## src/rtl/clint_ctrl_pkg.sv

```systemverilog
// clint_ctrl_pkg: CSR addresses, instruction encodings, cause codes and FSM states
package clint_ctrl_pkg;
  localparam logic [31:0] CSR_MSTATUS = 32'h300;
  localparam logic [31:0] CSR_MTVEC = 32'h305;
  localparam logic [31:0] CSR_MEPC = 32'h341;
  localparam logic [31:0] CSR_MCAUSE = 32'h342;
  localparam logic [31:0] INST_ECALL = 32'h00000073;
  localparam logic [31:0] INST_EBREAK = 32'h00100073;
  localparam logic [31:0] INST_MRET = 32'h30200073;
  localparam logic [31:0] CAUSE_ECALL = 32'd11;
  localparam logic [31:0] CAUSE_EBREAK = 32'd3;
  localparam logic [31:0] CAUSE_TIMER = 32'h80000007;
  localparam logic [31:0] CAUSE_EXT = 32'h8000000B;
  localparam logic [5:0] S_IDLE = 6'b000001;
  localparam logic [5:0] S_MEPC = 6'b000010;
  localparam logic [5:0] S_MSTAT = 6'b000100;
  localparam logic [5:0] S_MCAUSE = 6'b001000;
  localparam logic [5:0] S_JUMP = 6'b010000;
  localparam logic [5:0] S_MRET = 6'b100000;
endpackage

```

## src/rtl/clint_ctrl.sv

```systemverilog
// clint_ctrl: trap/interrupt/mret sequencer driving CSR writes, stall and PC redirect
module clint_ctrl
  import clint_ctrl_pkg::*;
#(
  parameter int INT_W = 8
) (
  input  logic             clk,
  input  logic             rst_n,
  input  logic             inst_valid_i,
  input  logic [31:0]      inst_i,
  input  logic [31:0]      inst_addr_i,
  input  logic             jump_flag_i,
  input  logic [31:0]      jump_addr_i,
  input  logic [INT_W-1:0] int_flag_i,
  input  logic [31:0]      csr_mtvec_i,
  input  logic [31:0]      csr_mepc_i,
  input  logic [31:0]      csr_mstatus_i,
  output logic             clint_wr_en_o,
  output logic [31:0]      clint_wr_addr_o,
  output logic [31:0]      clint_wr_data_o,
  output logic             stall_o,
  output logic             int_assert_o,
  output logic [31:0]      int_addr_o
);
  logic [5:0] state;
  logic [31:0] mcause;
  logic is_ecall, is_ebreak, sync_req, async_req, mret_req, idle;
  logic [31:0] mepc_val, cause_val, mstat_trap, mstat_mret;

  // request decode, priority sync > async > mret, and the stall that freezes the pipe
  always_comb begin
    idle = state == S_IDLE;
    is_ecall = inst_valid_i && inst_i == INST_ECALL;
    is_ebreak = inst_valid_i && inst_i == INST_EBREAK;
    sync_req = is_ecall || is_ebreak;
    async_req = |int_flag_i && csr_mstatus_i[3];
    mret_req = inst_valid_i && inst_i == INST_MRET;
    stall_o = !idle || sync_req || async_req || mret_req;
    mepc_val = (!sync_req && jump_flag_i) ? jump_addr_i : inst_addr_i;
    cause_val = is_ecall ? CAUSE_ECALL : is_ebreak ? CAUSE_EBREAK :
                int_flag_i[0] ? CAUSE_TIMER : CAUSE_EXT;
    mstat_trap = {csr_mstatus_i[31:8], csr_mstatus_i[3], csr_mstatus_i[6:4], 1'b0, csr_mstatus_i[2:0]};
    mstat_mret = {csr_mstatus_i[31:8], 1'b1, csr_mstatus_i[6:4], csr_mstatus_i[7], csr_mstatus_i[2:0]};
  end

  // FSM with registered outputs: each transition issues the output of the state entered
  always_ff @(posedge clk) begin
    if (!rst_n) begin
      state <= S_IDLE;
      mcause <= '0;
      clint_wr_en_o <= 1'b0;
      clint_wr_addr_o <= '0;
      clint_wr_data_o <= '0;
      int_assert_o <= 1'b0;
      int_addr_o <= '0;
    end else begin
      clint_wr_en_o <= 1'b0;
      clint_wr_addr_o <= '0;
      clint_wr_data_o <= '0;
      int_assert_o <= 1'b0;
      int_addr_o <= '0;
      case (state)
        S_IDLE: begin
          if (sync_req || async_req) begin
            state <= S_MEPC;
            mcause <= cause_val;
            clint_wr_en_o <= 1'b1;
            clint_wr_addr_o <= CSR_MEPC;
            clint_wr_data_o <= mepc_val;
          end else if (mret_req) begin
            state <= S_MRET;
            clint_wr_en_o <= 1'b1;
            clint_wr_addr_o <= CSR_MSTATUS;
            clint_wr_data_o <= mstat_mret;
          end
        end
        S_MEPC: begin
          state <= S_MSTAT;
          clint_wr_en_o <= 1'b1;
          clint_wr_addr_o <= CSR_MSTATUS;
          clint_wr_data_o <= mstat_trap;
        end
        S_MSTAT: begin
          state <= S_MCAUSE;
          clint_wr_en_o <= 1'b1;
          clint_wr_addr_o <= CSR_MCAUSE;
          clint_wr_data_o <= mcause;
        end
        S_MCAUSE: begin
          state <= S_JUMP;
          int_assert_o <= 1'b1;
          int_addr_o <= csr_mtvec_i;
        end
        S_MRET: begin
          state <= S_JUMP;
          int_assert_o <= 1'b1;
          int_addr_o <= csr_mepc_i;
        end
        default: state <= S_IDLE;
      endcase
    end
  end
endmodule
```

## config.mk

```make
export PLATFORM = sky130hd
export DESIGN_NAME = clint_ctrl
export DESIGN_NICKNAME = d
export VERILOG_FILES = /design/src/rtl/clint_ctrl_pkg.sv /design/src/rtl/clint_ctrl.sv
export SDC_FILE = /design/constraint.sdc
export NUM_CORES = 1
export LEC_CHECK = 0
export ABC_AREA = 1
export BUFFER_PORTS_ARGS = -buffer_cell sky130_fd_sc_hd__buf_4
export CAP_MARGIN = 15
export CORE_AREA = 2 2 118 120
export DETAILED_ROUTE_END_ITERATION = 12
export DIE_AREA = 0 0 120 122
export PLACE_DENSITY = 0.76
export RECOVER_POWER = 25
export SLEW_MARGIN = 30
export SYNTH_ARGS = -nofsm -noshare
export SYNTH_HDL_FRONTEND = slang
export SYNTH_SLANG_ARGS = --single-unit
```

## constraint.sdc

```tcl
create_clock -name clk -period 2 [get_ports clk]
set_input_delay 0.2 -clock clk [delete_from_list [all_inputs] [get_ports clk]]
set_output_delay 0.2 -clock clk [all_outputs]
set_load 0.03 [all_outputs]
```

After elaboration in Yosys (flattened, before gate mapping). Index checks and enable logic that the tools add are counted.

Register bits after elaboration: 136. Input port bits: 204. Output and inout bits: 99. Word-level logic and storage cells: 50.

Equality and inequality tests: 9. Mux-type cells: 18. Reduce and logical (&&, ||, !) cells: 16.

Operators by type and width (count): $mux W32 (5); $pmux W32 S3 (1); $pmux W32 S2 (1); $eq A32 B21 Y1 const B (1); $eq A32 B30 Y1 const B (1); $eq A32 B7 Y1 const B (1); $pmux W10 S3 (1); $pmux W6 S4 (1); $mux W10 (2); $mux W6 (2); $reduce_or A8 Y1 (1); $eq A6 B1 Y1 const B (1); $eq A6 B2 Y1 const B (1); $eq A6 B3 Y1 const B (1); $eq A6 B4 Y1 const B (1); $eq A6 B6 Y1 const B (1); $logic_and A1 B1 Y1 (5); $logic_or A1 B1 Y1 (5); $mux W4 (1); $reduce_or A2 Y1 (2); $mux W1 (3); $ne A3 B2 Y1 const B (1); $logic_not A1 Y1 (2); $pmux W1 S2 (1); $reduce_and A2 Y1 (1).

Depth between registers and ports, before layout.
Depth after elaboration: 8. Gate-level depth with buffers: 14. Mapped depth without buffers: 14.

Worst setup path after synthesis. Ideal clock, no wire load.

Kind: reg2reg. From: register state[5]. To: register clint_wr_data_o[12]. Setup time: 71 ps. Data arrival time: 1376 ps. Required time: 1929 ps. Setup slack: 553 ps. Stages on the path, launching flop included: 9. Buffers on the path: 1. Period minus slack after synthesis: 1447 ps. Cells stage by stage: dfxtp_1 -> nor2_2 -> nand4_1 -> nor3_2 -> nand3_2 -> nand2_2 -> buf_4 -> nand2_1 -> a21oi_2.

Cells in the longest elaborated chain, start to end: 2. Elaborated cells between the ends (all ways): 4. Classes of those cells: 3 x eq/ne; 1 x mux.

Ends and longest elaborated chain: start: declaration (line clint_ctrl.sv:25) `logic [5:0] state;`; start signal: assignment (line clint_ctrl.sv:49) `state <= S_IDLE;`; start signal: assignment (line clint_ctrl.sv:65) `state <= S_MEPC;`; start signal: assignment (line clint_ctrl.sv:71) `state <= S_MRET;`; $eq A6 B3 Y1, or another cell as far along (line clint_ctrl.sv:62) `case (state)`; $pmux W32 S3 * (line clint_ctrl.sv:62); end signal: assignment (line clint_ctrl.sv:69) `clint_wr_data_o <= mepc_val;`; end signal: assignment (line clint_ctrl.sv:74) `clint_wr_data_o <= mstat_mret;`; end signal: assignment (line clint_ctrl.sv:81) `clint_wr_data_o <= mstat_trap;`; end: declaration (line clint_ctrl.sv:20) `output logic [31:0] clint_wr_data_o,`.

Mark *: on every way between the ends. The rest lies on a longest branch, timed or not. A chain may end at the register's enable or synchronous reset.

Worst setup path after layout.
From: register state[5]. To: output stall_o.

Cells in the longest elaborated chain, start to end: 5.

Ends and longest elaborated chain: $eq A6 B1 Y1 (line clint_ctrl.sv:32) `idle = state == S_IDLE;`; $logic_not A1 Y1 (line clint_ctrl.sv:38) `stall_o = !idle || sync_req || async_req || mret_req;`; $logic_or A1 B1 Y1 (3 in a row) (line clint_ctrl.sv:38); end: declaration (line clint_ctrl.sv:21) `output logic stall_o,`.

Every way passes these cells.

==> reports/qor.txt <==
Antenna fix cells - 0
Worst-skew pair later-pin latency - 0.34 ns
Setup TNS - 0 ns
DR iter-0 viols - 119
Commonest cells after routing, fill and taps aside - buf_4, inv_1, nand2_1
WL final - 12,800 um
Met3 Use GR - 4.96%
Part of the cycle the worst path needs - 90.9%
Fin. Hold Viols - 0
Core box area - 13,500 um2
Critical path launch point type - register
Grt met1 use - 18.6%
Width of the die - 120 um
Peak supply drop - 419 uV
Met2 Track Usage GR - 30.5%
GR peak layer - met2
Worst r2r src - state[5]
Pleak - 3.36 nW
Post-Syn Area - 4330 um2
Slowest cell on the critical path - dfxtp_1
Initial antenna violation count - 0
Hold_buf cts - 0
Net Sw Frac - 28.5%
Vias/cell - 4.20
Crit. Startpoint - state[5]
Clock Power Share - 39.0%
Sequential share of power - 38.9%
CP most frequent cell - buf_4
Num ports - 303
Clock Tree Buf Depth - 2
Max incr delay on CP - 0.32 ns
Worst path cell trace - nor2_2 > nand4_1 > buf_4 > nor3_1 > inv_1 > buf_4
Final net count - 1,067
Final core occ - 48.9%
CP Capture Type - output pin
CTS-repair resized insts - 0
Hold WC Path Type - primary input to register
Global placer's final weighted congestion - 0.762
DP HPWL - 10,100 um
Routed length per placed instance - 12.2 um
Synth warn - 0
Cell Int Power - 0.00305 W
Sw Pwr - 0.00121 W
Number of post-CTS setup repair buffers - 0
Min cycle time layout - 1.82 ns
Root Driver - clkbuf_16
Kind of critical path - register to output pin
Area delta synth->final - 52.4%
Required @ worst endpoint - 1.80 ns
Drt pass-1 iters - 4
Hold path start - csr_mstatus_i[26]
Clk pin slew, worst setup/hold paths - 0.07 ns
Vias - 4,402
PwrDens - 645 nW/um2
Max-slew violations - 0
Max Cap Viol - 0
Status - finished, final reports clean
First-pass GRT wire length - 19,500 um
Layout Cell Area excl Fill - 6600 um2
Overflow after GRT - 0
GRT Overall Usage - 16.9%
Worst path arrival time - 1.62 ns
Count of cell types in the netlist - 31
Clock Skew - 0.00612 ns
Starting Density - 32.1%
Die ar. - 14,600 um2
Synth Area per Inst - 7.26 um2
Unrepaired setup endpoints after global routing - no
Layout cell share with drive strength beyond 1 - 39.6%
Count of antenna-violating nets left after detailed routing - 0
Critical path peak fanout - 3
Pin count of the biggest net entering global routing - 60
CTS Buf Count - 9
Placed Area - 6440 um2
Rows - 43
Die Ht - 122 um
Vias in the first global route - 4,156
Most common cell after layout, fill and taps aside - buf_4
Sequential-to-total area share from yosys stat - 36.5%
Detailed-route DRC error count - 0
H-tree depth - 3
Syn Inst Count - 597
Max Fclk - 550 MHz
Final setup viols - 0
Seq cells post-synth - 79
CTS tree - done
Comb power frac - 22.1%
TritonCTS Sinks - 79
Port bufs - 275
[registers in the layout, indices dropped and copies added (netlist names)]
register / cells
clint_wr_addr_o: 4
clint_wr_data_o: 32
int_addr_o: 32
int_assert_o: 1
mcause: 4
state: 6
[worst max-delay path: cells and delay by family, from the launching register on]
kind                   cells  cell delay (ns)
buffers and inverters      3             0.45
DFF                        1             0.32
and+or+nand+nor            3             0.51
[power groups by stage]
stage / combinational [W] / clock [W] / sequential, W
final: 0.000941 / 0.00166 / 0.00166
after global placement: 0.000957 / 0 / 0.00169
after CTS: 0.000965 / 0.00172 / 0.00166
after floorplan: 0.000467 / 0 / 0.00178
after global routing: 0.00102 / 0.00180 / 0.00166
after detailed placement: 0.000963 / 0 / 0.00169
[cells by family after synthesis]
group                  Yosys count  share of synthesized area [%]
buffers and inverters          211                           23.0
AND/OR/NAND/NOR                209                           21.5
AO/OA/AOI/OAI                   97                           19.0
flip-flops                      79                           36.5
other                            1                         0.0865
[cell type report]
type                    count  area [um2]
clock buffers               9         225
clock inverters             7        80.1
fillers                  1357        6900
inverters                 157         602
multi-input cells         333        1850
flip-flops and latches     79        1580
well taps                 180         225
repair buffers            283        2040
[layer usage]
layer	vias to the layer above	share of wire (%)
met5	-	0
met4	0	2.0
met3	19	9.6
met2	209	49
met1	1888	40
li1	2286	-
[metrics by stage]
| stage | std cells | setup slack [ns] | power [W] | hold WS, ns |
|---|---|---|---|---|
| finish | 1048 | 0.181 | 0.00426 | 0.129 |
| global route | 1048 | 0.0804 | 0.00448 | 0.120 |
| global placement | 1032 | 0.280 | 0.00265 | 0.450 |
| floorplan | 623 | 0.553 | 0.00225 | 0.298 |
| detailed placement | 1032 | 0.233 | 0.00265 | 0.461 |
| CTS | 1048 | 0.160 | 0.00434 | 0.112 |
[cells in the mapped netlist, drive strengths merged]
cell / count / area, um2
a21oi: 33 / 267
buf: 41 / 344
clkbuf: 13 / 48.8
clkinv: 2 / 20.0
conb: 1 / 3.75
dfxtp: 79 / 1580
inv: 155 / 582
nand2: 101 / 404
nand3: 20 / 125
nand3b: 4 / 30.0
nand4: 2 / 12.5
nor2: 79 / 332
nor3: 2 / 15.0
nor4: 1 / 12.5
o211ai: 26 / 325
o21ai: 6 / 30.0
o22ai: 32 / 200
[worst paths after layout]
kind / to / slack (ns) / depth (start not counted)
max: stall_o / 0.18 / 6
min reg2reg: mcause[31] / 0.47 / 2
max reg2reg: clint_wr_data_o[0] / 0.35 / 10
min: clint_wr_data_o[26] / 0.13 / 3
No activity file was read; power rests on OpenSTA's default activity.
